===== config.mk =====
export PLATFORM = sky130hd
export DESIGN_NAME = vpifo_pop_scheduler
export DESIGN_NICKNAME = d
export VERILOG_FILES = /design/src/rtl/vpifo_pop_scheduler.sv
export SDC_FILE = /design/constraint.sdc
export NUM_CORES = 1
export LEC_CHECK = 0
export BUFFER_PORTS_ARGS = -buffer_cell sky130_fd_sc_hd__buf_2
export CAP_MARGIN = 20
export CORE_MARGIN = 5
export CORE_UTILIZATION = 30
export CTS_CLUSTER_SIZE = 24
export DETAILED_ROUTE_END_ITERATION = 10
export PLACE_DENSITY = 0.42
export SYNTH_ARGS = -nofsm -noshare
export SYNTH_HDL_FRONTEND = slang
export SYNTH_SLANG_ARGS = --single-unit

===== constraint.sdc =====
create_clock -name i_clk -period 9.4 [get_ports i_clk]
set_clock_uncertainty 0.05 [all_clocks]
set_input_delay 0 -clock i_clk [delete_from_list [all_inputs] [get_ports i_clk]]
set_output_delay 0 -clock i_clk [all_outputs]
set_load 0.05 [all_outputs]

===== src/rtl/vpifo_pop_scheduler.sv =====
// Round-robin pop scheduler for the multi-tree SRAM PIFO, with a credit-protected FWFT output FIFO.
// Optional macro VPIFO_POP_WEIGHT_EN adds i_weight (4b burst weight per tree, 0 treated as 1).
module vpifo_pop_scheduler #(
  parameter int PTW           = 16,
  parameter int TREE_NUM      = 6,
  parameter int TREE_NUM_BITS = $clog2(TREE_NUM),
  parameter int CNT_W         = 12,
  parameter int POP_LAT       = 2,
  parameter int OUT_DEPTH     = 4
) (
  input  logic                     i_clk,
  input  logic                     i_rst,
  input  logic                     i_push_seen,
  input  logic [TREE_NUM_BITS-1:0] i_push_tree,
  input  logic                     i_task_fifo_full,
  output logic                     o_pop,
  output logic [TREE_NUM_BITS-1:0] o_pop_tree,
  input  logic [PTW-1:0]           i_pop_data,
`ifdef VPIFO_POP_WEIGHT_EN
  input  logic [4*TREE_NUM-1:0]    i_weight,
`endif
  output logic                     o_out_valid,
  input  logic                     i_out_ready,
  output logic [PTW-1:0]           o_out_data,
  output logic [TREE_NUM_BITS-1:0] o_out_tree,
  output logic [TREE_NUM-1:0]      o_empty,
  output logic                     o_err
);

  localparam int AW  = (OUT_DEPTH > 1) ? $clog2(OUT_DEPTH) : 1;
  localparam int OCW = $clog2(OUT_DEPTH + 1);
  localparam int CW  = $clog2(OUT_DEPTH + POP_LAT + 2) + 1;
  localparam int TW  = TREE_NUM_BITS + 1;
  localparam int EW  = TREE_NUM_BITS + PTW;

  function automatic logic [TREE_NUM_BITS-1:0] wrap_inc(input logic [TREE_NUM_BITS-1:0] v);
    return (v == TREE_NUM_BITS'(TREE_NUM - 1)) ? '0 : v + TREE_NUM_BITS'(1);
  endfunction

  function automatic logic [AW-1:0] ptr_inc(input logic [AW-1:0] p);
    return (p == AW'(OUT_DEPTH - 1)) ? '0 : p + AW'(1);
  endfunction

  logic [CNT_W-1:0]         cnt_q [TREE_NUM];
  logic [CNT_W-1:0]         cnt_d [TREE_NUM];
  logic [TREE_NUM_BITS-1:0] rr_q, rr_d;
  logic                     pop_q, pop_d;
  logic [TREE_NUM_BITS-1:0] pop_tree_q, pop_tree_d;
  logic [POP_LAT-1:0]       dl_valid_q, dl_valid_d;
  logic [TREE_NUM_BITS-1:0] dl_tree_q [POP_LAT];
  logic [TREE_NUM_BITS-1:0] dl_tree_d [POP_LAT];
  logic [EW-1:0]            mem_q [OUT_DEPTH];
  logic [EW-1:0]            mem_d [OUT_DEPTH];
  logic [AW-1:0]            wr_ptr_q, wr_ptr_d;
  logic [AW-1:0]            rd_ptr_q, rd_ptr_d;
  logic [OCW-1:0]           fifo_cnt_q, fifo_cnt_d;
  logic                     err_q, err_d;

  logic [TREE_NUM-1:0]      elig;
  logic [TW-1:0]            cand;
  logic                     grant_found;
  logic [TREE_NUM_BITS-1:0] grant;
  logic [CW-1:0]            inflight;
  logic [CW-1:0]            outstanding;
  logic                     credit;
  logic                     issue;
  logic                     rd_fire;
  logic                     wr_fire;
  logic                     push_ok;
  logic [TREE_NUM-1:0]      inc_vec;
  logic [TREE_NUM-1:0]      dec_vec;

  always_comb begin
    elig = '0;
    for (int t = 0; t < TREE_NUM; t++) elig[t] = (cnt_q[t] != '0);
  end

  assign o_empty = ~elig;

  // Scan offsets from the far end so the eligible tree nearest the pointer wins.
  always_comb begin
    grant_found = 1'b0;
    grant       = '0;
    cand        = '0;
    for (int i = TREE_NUM - 1; i >= 0; i--) begin
      cand = {1'b0, rr_q} + TW'(i);
      if (cand >= TW'(TREE_NUM)) cand = cand - TW'(TREE_NUM);
      if (elig[cand[TREE_NUM_BITS-1:0]]) begin
        grant_found = 1'b1;
        grant       = cand[TREE_NUM_BITS-1:0];
      end
    end
  end

  // Outstanding work covers the issued pop, the delay line and the FIFO; a word leaving now frees its slot.
  always_comb begin
    rd_fire  = (fifo_cnt_q != '0) && i_out_ready;
    wr_fire  = dl_valid_q[POP_LAT-1];
    inflight = CW'(pop_q);
    for (int s = 0; s < POP_LAT; s++) inflight = inflight + CW'(dl_valid_q[s]);
    outstanding = inflight + CW'(fifo_cnt_q) - CW'(rd_fire);
    credit      = (outstanding < CW'(OUT_DEPTH));
    issue       = grant_found && !i_task_fifo_full && credit;
  end

  always_comb begin
    err_d   = err_q;
    push_ok = i_push_seen && ({1'b0, i_push_tree} < TW'(TREE_NUM));
    inc_vec = '0;
    dec_vec = '0;
    if (i_push_seen && !push_ok) err_d = 1'b1;
    for (int t = 0; t < TREE_NUM; t++) begin
      cnt_d[t]   = cnt_q[t];
      inc_vec[t] = push_ok && (i_push_tree == TREE_NUM_BITS'(t));
      dec_vec[t] = issue && (grant == TREE_NUM_BITS'(t));
      if (inc_vec[t] && !dec_vec[t]) begin
        if (&cnt_q[t]) err_d = 1'b1;
        else           cnt_d[t] = cnt_q[t] + CNT_W'(1);
      end else if (dec_vec[t] && !inc_vec[t]) begin
        cnt_d[t] = cnt_q[t] - CNT_W'(1);
      end
    end
  end

  always_comb begin
    pop_d      = issue;
    pop_tree_d = issue ? grant : pop_tree_q;
  end

`ifdef VPIFO_POP_WEIGHT_EN
  logic [3:0] burst_q, burst_d, burst_next, grant_w;

  // The pointer parks on the granted tree until its burst is used up, it empties, or issue stalls.
  always_comb begin
    grant_w = 4'd1;
    for (int t = 0; t < TREE_NUM; t++) begin
      if ((grant == TREE_NUM_BITS'(t)) && (i_weight[4*t +: 4] != 4'd0)) grant_w = i_weight[4*t +: 4];
    end
    burst_next = ((grant == rr_q) ? burst_q : 4'd0) + 4'd1;
    rr_d       = rr_q;
    burst_d    = burst_q;
    if (issue) begin
      if (burst_next >= grant_w) begin
        rr_d    = wrap_inc(grant);
        burst_d = '0;
      end else begin
        rr_d    = grant;
        burst_d = burst_next;
      end
    end else if (burst_q != '0) begin
      rr_d    = wrap_inc(rr_q);
      burst_d = '0;
    end
  end

  always_ff @(posedge i_clk) begin
    if (i_rst) burst_q <= '0;
    else       burst_q <= burst_d;
  end
`else
  always_comb begin
    rr_d = rr_q;
    if (issue) rr_d = wrap_inc(grant);
  end
`endif

  always_comb begin
    dl_valid_d[0] = pop_q;
    dl_tree_d[0]  = pop_tree_q;
    for (int s = 1; s < POP_LAT; s++) begin
      dl_valid_d[s] = dl_valid_q[s-1];
      dl_tree_d[s]  = dl_tree_q[s-1];
    end
  end

  always_comb begin
    for (int e = 0; e < OUT_DEPTH; e++) mem_d[e] = mem_q[e];
    wr_ptr_d   = wr_ptr_q;
    rd_ptr_d   = rd_ptr_q;
    fifo_cnt_d = fifo_cnt_q;
    if (wr_fire) begin
      mem_d[wr_ptr_q] = {dl_tree_q[POP_LAT-1], i_pop_data};
      wr_ptr_d        = ptr_inc(wr_ptr_q);
    end
    if (rd_fire) rd_ptr_d = ptr_inc(rd_ptr_q);
    if (wr_fire && !rd_fire)      fifo_cnt_d = fifo_cnt_q + OCW'(1);
    else if (!wr_fire && rd_fire) fifo_cnt_d = fifo_cnt_q - OCW'(1);
  end

  always_ff @(posedge i_clk) begin
    if (i_rst) begin
      for (int t = 0; t < TREE_NUM; t++) cnt_q[t] <= '0;
      rr_q       <= '0;
      pop_q      <= 1'b0;
      pop_tree_q <= '0;
      dl_valid_q <= '0;
      for (int s = 0; s < POP_LAT; s++) dl_tree_q[s] <= '0;
      for (int e = 0; e < OUT_DEPTH; e++) mem_q[e] <= '0;
      wr_ptr_q   <= '0;
      rd_ptr_q   <= '0;
      fifo_cnt_q <= '0;
      err_q      <= 1'b0;
    end else begin
      for (int t = 0; t < TREE_NUM; t++) cnt_q[t] <= cnt_d[t];
      rr_q       <= rr_d;
      pop_q      <= pop_d;
      pop_tree_q <= pop_tree_d;
      dl_valid_q <= dl_valid_d;
      for (int s = 0; s < POP_LAT; s++) dl_tree_q[s] <= dl_tree_d[s];
      for (int e = 0; e < OUT_DEPTH; e++) mem_q[e] <= mem_d[e];
      wr_ptr_q   <= wr_ptr_d;
      rd_ptr_q   <= rd_ptr_d;
      fifo_cnt_q <= fifo_cnt_d;
      err_q      <= err_d;
    end
  end

  assign o_pop       = pop_q;
  assign o_pop_tree  = pop_tree_q;
  assign o_err       = err_q;
  assign o_out_valid = (fifo_cnt_q != '0);
  assign {o_out_tree, o_out_data} = o_out_valid ? mem_q[rd_ptr_q] : '0;

endmodule


=== After elaboration in Yosys (flattened, before gate mapping) ===
Memory sizes are Yosys's and may differ from the RTL's. A register that Yosys moved wholly into a read port is not among the register bits.
Index checks and enable logic that the tools add are counted.

* Add/sub/neg operators: 32
* Equal/unequal tests: 12
* Multiplexer cells: 88
* Bitwise logic cells: 14
* Magnitude comparators: 16
* Reductions and logical operators: 64

{| class="wikitable"
|+ Operators by type and width
! operator !! count
|-
| 12-bit 2-to-1 mux || 24
|-
| 19-bit 2-to-1 mux || 6
|-
| 76-bit bitwise mux || 1
|-
| 76-bit 2-to-1 mux || 1
|-
| 12-bit by 1-bit adder with 12-bit output (second input constant) || 6
|-
| 12-bit AND reduction || 6
|-
| 12-bit nonzero test || 6
|-
| 12-bit by 1-bit subtractor with 12-bit output (second input constant) || 6
|-
| 3-bit 2-to-1 mux || 17
|-
| 19-bit demux with 2-bit select || 1
|-
| 1-bit logical AND || 32
|-
| 1-bit 2-to-1 mux || 28
|-
| 3-bit by 4-bit < comparator with 1-bit output (second input constant) || 6
|-
| 4-bit by 3-bit >= comparator with 1-bit output (second input constant) || 5
|-
| 1-bit binary-select mux with 3-bit select || 6
|-
| 3-bit subtractor (second input constant) || 6
|-
| 1-bit logical NOT || 16
|-
| 3-bit by 2-bit equality test with 1-bit output (second input constant) || 4
|-
| 3-bit equality test (second input constant) || 4
|-
| 1-bit OR || 12
|-
| 3-bit by 2-bit adder with 4-bit output (second input constant) || 2
|-
| 3-bit by 3-bit adder with 4-bit output (second input constant) || 2
|-
| 2-bit 2-to-1 mux || 4
|-
| 3-bit by 1-bit adder with 3-bit output (second input constant) || 2
|-
| other kinds (18) || 23
|}

* Word-level logic and storage cells: 237
* Bits in writable memories: 154
* Register bits: 17
* Bits of input ports: 24
* Memories: 3

{| class="wikitable"
|+ Memory list
! name !! depth !! bits a word !! rd ports !! clocked after Yosys merged registers in !! wr ports !! line !! text
|-
| mem_q || 4 || 19 || 5 || 1 || 4 || 52 || <nowiki>logic [EW-1:0] mem_q [OUT_DEPTH];</nowiki>
|-
| cnt_q || 6 || 12 || 6 || 0 || 6 || 44 || <nowiki>logic [CNT_W-1:0] cnt_q [TREE_NUM];</nowiki>
|-
| dl_tree_q || 2 || 3 || 2 || 0 || 2 || 50 || <nowiki>logic [TREE_NUM_BITS-1:0] dl_tree_q [POP_LAT];</nowiki>
|}

=== Longest topological paths before layout ===
Gate-level depths: netlist (run 1).

* Depth after elaboration: 27
* Depth in mapped cells: 28
* Mapped depth without buffers: 26

=== Worst setup path after synthesis (run 1) ===
No wires, ideal clock.

* Path kind: reg2reg
* From: register rr_q[0]
* To: memory cnt_q[3][11]
* Required time: 9.229 ns
* Cell stages (with the launch flop): 26
* Library setup time: 0.121 ns
* Slack: 3.702 ns
* Arrival: 5.527 ns
* Cell sequence: dfxtp_1 > inv_1 > buf_2 > ha_1 > buf_2 > xor2_1 > or3b_2 > o311ai_0 > a21o_1 > a311oi_1 > or3_4 > buf_4 > nor2_1 > ha_1 > a21o_1 > ha_1 > a21o_1 > a21oi_1 > o21bai_1 > a21oi_1 > o21bai_1 > a21oi_1 > o21ai_0 > o41ai_1 > mux2i_1 > mux2_2

{| class="wikitable"
|+ RTL lines
! what !! line !! text
|-
| from (decl) || 46 || <nowiki>logic [TREE_NUM_BITS-1:0] rr_q, rr_d;</nowiki>
|-
| from (signal assigned) || 205 || <nowiki>rr_q <= rr_d;</nowiki>
|-
| to (decl) || 44 ||
|}

==> flow_summary.ini, run 1 <==
[outcome]
status = complete, no violations

[sta]
fmax_mhz = 138.3
hold_viol = 0
finalSetupTns_ps = 0
setup_slack_ps = 2167
layout_min_cycle_time_ps = 7233
fin_hold_ws_ps = 67.54
fin_crit_sh = 0.7694
rsz0062_at_grt = no
setup_viol = 0
drv_slew = 0
relSlewSlack = 0.3115
tightest_slew_ps = 1033

[worst_setup_path]
setup.worst_path.end_class = flip-flop
cp.required_ps = 9700
critPathKind = flip-flop to flip-flop
reg2reg_slack_ps = 2170
r2r_end = cnt_q[0][11]
crit_start = fifo_cnt_q[0]
start_kind = flip-flop
max_stage_delay_ps = 720
critPathMaxFanout = 21
rr_worst_depth = 26
cp.arrival_ps = 7530
rr_startpoint = fifo_cnt_q[0]
slowest_stage = or3_1

[drt]
drtIter0Drc = 342
vias = 9157
drt-total-wl_um = 29290
drtPass1Iterations = 6
top_layer = met4
m1WireLength_um = 13910
wl_met2_um = 14040
ant_nets = 0
vias_per_cell = 4.848
wire_per_inst_um = 15.51
drc = 0
wl_met3_um = 1050

[placement]
dp_slack_ps = 2148
dp_hpwl_um = 20080
io_buffers = 54
place_congestion = 0.8022

[power_and_ir_drop]
p_per_area_mw_per_mm2 = 414.1
power.share.clock = 0.138
p_switching_uw = 2644
p_leak_uw = 0.005293
p_sw_frac = 0.5040
ir_drop_mv = 0.2542
p_seq_frac = 0.196
p_int_uw = 2602
power_frac_comb = 0.666

[finish]
num_antenna_cells = 0
area_growth_pct = 12.38
drive_above_1_share = 0.1118
multi_input_area_mm2 = 0.007276
nFillCells = 3902
final_cell_mix = 253 x nand2_1, 173 x dfxtp_1, 150 x a21oi_1
final_util = 0.3387
final_common_cell = nand2_1
seq_area_mm2 = 0.003463
nNetsFinal = 1478

[worst_hold_path]
hold_path_depth = 4
min_path_type = input port to flip-flop
min_from = i_rst
min_to = cnt_q[0][3]

[floorplan]
die_height_um = 203.9
rows = 71
start_util = 0.3014
fp.dieW_um = 203.9
dieArea_mm2 = 0.04155
ioPinCount = 55
core_area_mm2 = 0.03740

[logic_synthesis]
synthDistinctLibCells = 85
synth_cells = 1334
async_flop_share = 0
synth_edf_count = 0
avgSynthCellArea_um2 = 8.451
ys_warn_count = 0
synth.net_count = 1447
synth_seq_cells = 173
synth_area_mm2 = 0.01127
synth.yosys.seq_area_share = 0.3072
dominantRegCellSynth = dfxtp_1

[job]
max_cap_viol_count = 0

[clocking]
htree_levels = 4
cts_buffers = 17
path_clk_slew_ps = 70
cts-root-buf = clkbuf_16
cts_setup_buffers = 0
cts_buffer_depth = 2
cts.sinks = 173
cts_tree = built
insertion_delay_ps = 450

[global_route]
grt_pass1_vias = 8811
grtUsageTotal = 0.1430
grt_start_max_net_pins = 75
overflow = 0
grt_pass1_wl_um = 47890
antenna_found_initial = 0
[synthesized netlist by cell type, types with 15 or more instances]
master    number  share of area
and2_1        28          0.016
nor2b_1       22          0.012
xnor2_1       46          0.036
mux2i_1       59          0.052
nand3_1       23          0.010
a21oi_1      150          0.067
dfxtp_1      173           0.31
xor2_1        17          0.013
a21o_1        15          0.010
nor3_1        23          0.010
clkbuf_1      41          0.014
nand4_1       31          0.017
nand2_1      253          0.084
ha_1          81          0.090
inv_1         54          0.018
nor2_1        65          0.022
o21ai_0       25          0.011
o21bai_1      29          0.019
mux4_2        21          0.042
[power groups by stage]
stage               clock, uW  sequential, uW  combinational [uW]
floorplan                   0            1000                2850
global placement            0            1050                3510
detailed placement          0            1050                3490
CTS                       759            1030                3520
global route              783            1050                3880
finish                    724            1030                3490
[worst max-delay path: cells and delay by family, from the launching register on]
kind / cells / cell delay [ps]
fa+ha+maj: 4 / 1220
simple gates: 7 / 2680
compound gates: 11 / 2190
flops: 1 / 370
buf+inv: 2 / 120
mux: 2 / 500
[metrics by stage]
step | power [uW] | std cells | area (um^2)
2_1_floorplan | 3852 | 1334 | 11270
3_3_place_gp | 4559 | 1840 | 11910
3_5_place_dp | 4540 | 1840 | 11910
4_1_cts | 5309 | 1889 | 12670
5_1_grt | 5716 | 1889 | 12670
6_report | 5246 | 1889 | 12670
[kinds of logic after synthesis]
group                      Yosys count  share of synthesized area
AOI/OAI and AO/OA                  291                     0.1670
xor gates and xnor gates            63                    0.04895
adders and majority gates           89                     0.1041
buffers and inverters              122                    0.04739
DFF                                173                     0.3072
muxes                               94                     0.1090
and+or+nand+nor                    502                     0.2163
[cell type report]
| class | instances | area share |
|---|---|---|
| multi-input combinational | 1039 | 0.5743 |
| clock inverter | 14 | 0.01156 |
| inverter | 57 | 0.01709 |
| clock buffer | 18 | 0.03467 |
| tap | 511 | 0.05047 |
| sequential | 173 | 0.2734 |
| timing repair buffer | 77 | 0.03852 |
[repair_timing]
item	4_1_cts	5_1_grt
hold endpoints to repair	68	0
hold buffers	17	0
resized for setup	0	0
[layer usage]
| layer | track usage | vias to the layer above |
|---|---|---|
| met1 | 0.1843 | 4232 |
| met2 | 0.2456 | 117 |
| li1 | - | 4782 |
| met4 | 0.03252 | 0 |
| met5 | 0 | - |
| met3 | 0.03174 | 26 |
[worst max-delay path by stage]
stage | cells after the start | to | slack [ps]
final | 26 | cnt_q[0][11] | 2170
after global routing | 26 | cnt_q[0][11] | 1550
after CTS | 26 | cnt_q[0][11] | 2130
after detailed placement | 26 | cnt_q[0][11] | 2150
after global placement | 26 | cnt_q[0][11] | 2200
after floorplan | 25 | cnt_q[3][11] | 3700
[flip-flops by register name, indices dropped and copies added, names as in the netlist, named ones only]
register	cells
cnt_q	72
dl_tree_q	6
dl_valid_q	2
fifo_cnt_q	3
mem_q	76
o_err	1
o_pop	1
o_pop_tree	3
rd_ptr_q	2
rr_q	3
wr_ptr_q	2
No activity file was read; power rests on OpenSTA's default activity.
==> inputs of run 2 (changes only) <==
==> constraint.sdc (replaced) <==
create_clock -name i_clk -period 7.4 [get_ports i_clk]
set_clock_uncertainty 0.05 [all_clocks]
set_input_delay 0 -clock i_clk [delete_from_list [all_inputs] [get_ports i_clk]]
set_output_delay 0 -clock i_clk [all_outputs]
set_load 0.05 [all_outputs]
==> run 2 against run 1 <==
Against the previous run: power is 27% higher; sequential power increased by 27%; via count is 0.93% higher; clock-buffer cell count stayed put; combinational power increased by 27%; first-iteration DRC count rose by 16%.
==> flow_summary.ini, run 2 (synthesis results as in run 1) <==
[outcome]
status = complete, no violations

[worst_setup_path]
rr_worst_depth = 22
crit_family = compound AO/OA/AOI/OAI gates
rr_startpoint = rr_q[1]
r2r_end = cnt_q[4][11]
path_cells = inv_1 > ha_1 > mux2_2 > a221oi_1 > o22ai_1 > a2111oi_0 > nand4bb_1 > and2_1 > buf_4 > nand4_4 > nand2_1 > ha_1 > a21o_1 > a21oi_1 > o21bai_1 > a21oi_1 > o21bai_1 > a211o_1 > a2111o_1 > and3b_1 > mux2i_1 > mux2_2
cp.arrival_ps = 7050
critPathKind = flip-flop to flip-flop
endpoint = cnt_q[4][11]
start_kind = flip-flop
reg2reg_slack_ps = 630
max_stage_delay_ps = 620
cp.required_ps = 7680
crit_buf_inv = 2
path_depth = 22
setup.worst_path.end_class = flip-flop
crit_start = rr_q[1]
slowest_stage = dfxtp_1
critPathMaxFanout = 16

[sta]
rsz0062_at_grt = no
finalSetupTns_ps = 0
setup_viol = 0
fin_crit_sh = 0.9148
fmax_mhz = 147.7
tightest_slew_ps = 1024
layout_min_cycle_time_ps = 6770
drv_slew = 0
hold_viol = 0
relSlewSlack = 0.3176

[floorplan]
core_area_mm2 = 0.03740
dieArea_mm2 = 0.04155
start_util = 0.3014
ioPinCount = 55
die_height_um = 203.9
fp.dieW_um = 203.9
rows = 71

[finish]
largest_reg_flops = 76
reg_top3 = mem_q (76), cnt_q (72), dl_tree_q (6)
top_register = mem_q
final_common_cell = nand2_1
num_antenna_cells = 0
drive_above_1_share = 0.1129
final_cell_mix = 253 x nand2_1, 173 x dfxtp_1, 150 x a21oi_1
nNetsFinal = 1482
fin_area_mm2 = 0.01271
area_growth_pct = 12.71

[drt]
vias = 9242
ant_nets = 0
drt-total-wl_um = 29780
vias_per_cell = 4.882
drc = 0
drtIter0Drc = 397
drtPass1Iterations = 4
wire_per_inst_um = 15.73

[placement]
placed_cell_area_mm2 = 0.01194
dp_hpwl_um = 20380
place_congestion = 0.7639
io_buffers = 54

[global_route]
grt_start_max_net_pins = 94
grtUsageTotal = 0.1456
overflow = 0
antenna_found_initial = 1
grt_pass1_vias = 9283
grt_pass1_wl_um = 48940

[power_and_ir_drop]
p_leak_uw = 0.005320
ir_drop_mv = 0.3303
p_per_area_mw_per_mm2 = 525.4

[clocking]
htree_levels = 4
path_clk_slew_ps = 80
cts-root-buf = clkbuf_16
cts_buffers = 17
cts_tree = built
cts.sinks = 173
cts_buffer_depth = 2
insertion_delay_ps = 460

[job]
max_cap_viol_count = 0

[worst_hold_path]
min_path_type = input port to flip-flop
-- run 2: cell types whose count changed in the layout (fill, tap and decap cells not counted) --
cell | previous run | this run
buf_4 | 7 | 10
inv_8 | 4 | 6
a2111oi_1 | 1 | 2
clkinv_8 | 0 | 3
clkinv_2 | 1 | 0
clkbuf_8 | 1 | 0
clkinvlp_4 | 3 | 0
clkbuf_1 | 0 | 1
dlygate4sd3_1 | 17 | 18
bufinv_16 | 1 | 0
a2111oi_0 | 2 | 1
-- run 2: layout make-up --
cell class | instances | area, um^2
fill | 3906 | 24690
multi-input combinational | 1039 | 7277
sequential | 173 | 3463
tap | 511 | 639.4
timing repair buffer | 81 | 520.5
clock buffer | 18 | 429.2
inverter | 57 | 216.5
clock inverter | 14 | 160.2
-- run 2: timing repair --
item	4_1_cts	5_1_grt
setup buffers	0	0
resized for setup	0	1
hold buffers	18	0
hold endpoints to repair	69	0
setup endpoints to repair	0	1
-- run 2: how the worst min path moves through the flow --
stage / start / to / slack [ps] / cells after the start
5_1_grt: i_push_tree[1] / cnt_q[1][10] / 70 / 4
4_1_cts: i_push_tree[1] / cnt_q[1][10] / 20 / 4
3_5_place_dp: i_pop_data[8] / mem_q[1][8] / 240 / 3
3_3_place_gp: i_pop_data[3] / mem_q[1][3] / 230 / 3
6_report: i_push_tree[1] / cnt_q[1][10] / 70 / 4
2_1_floorplan: i_pop_data[0] / mem_q[0][0] / 90 / 2
-- run 2: power breakdown --
group / leakage (uW) / switching [uW] / internal [uW] / total, uW
clock: 0.000290 / 464 / 458 / 922
combinational: 0.00363 / 2670 / 1770 / 4440
sequential: 0.00140 / 219 / 1090 / 1310
total: 0.00532 / 3360 / 3320 / 6680
-- run 2: routing by layer --
layer | track usage | wire [um] | up-vias
met1 | 0.1836 | 13980 | 4331
met2 | 0.2581 | 14640 | 97
met4 | 0.03156 | 250 | 0
met3 | 0.02904 | 908 | 17
met5 | 0 | 0 | -
li1 | - | - | 4797
-- run 2: worst reg2reg max path, delay by kind of cell, from the launching register on --
kind | cells | cell delay (ps)
mux | 3 | 910
flops | 1 | 620
compound gates | 10 | 2510
simple gates | 5 | 1160
buf+inv | 2 | 410
fa+ha+maj | 2 | 970
-- run 2: through the flow --
| step | power (uW) | instances | setup slack, ps | hold WS [ps] | util |
|---|---|---|---|---|---|
| after floorplan | 4893 | 1334 | 1702 | 85.96 | - |
| final | 6675 | 1893 | 630.4 | 74.30 | 0.3397 |
| after global routing | 7287 | 1893 | 111.7 | 73.14 | 0.3397 |
| after CTS | 6773 | 1893 | 655.5 | 22.82 | 0.3397 |
| after detailed placement | 5797 | 1843 | 695.8 | 236.2 | 0.3191 |
| after global placement | 5797 | 1843 | 771.5 | 231.4 | 0.3191 |
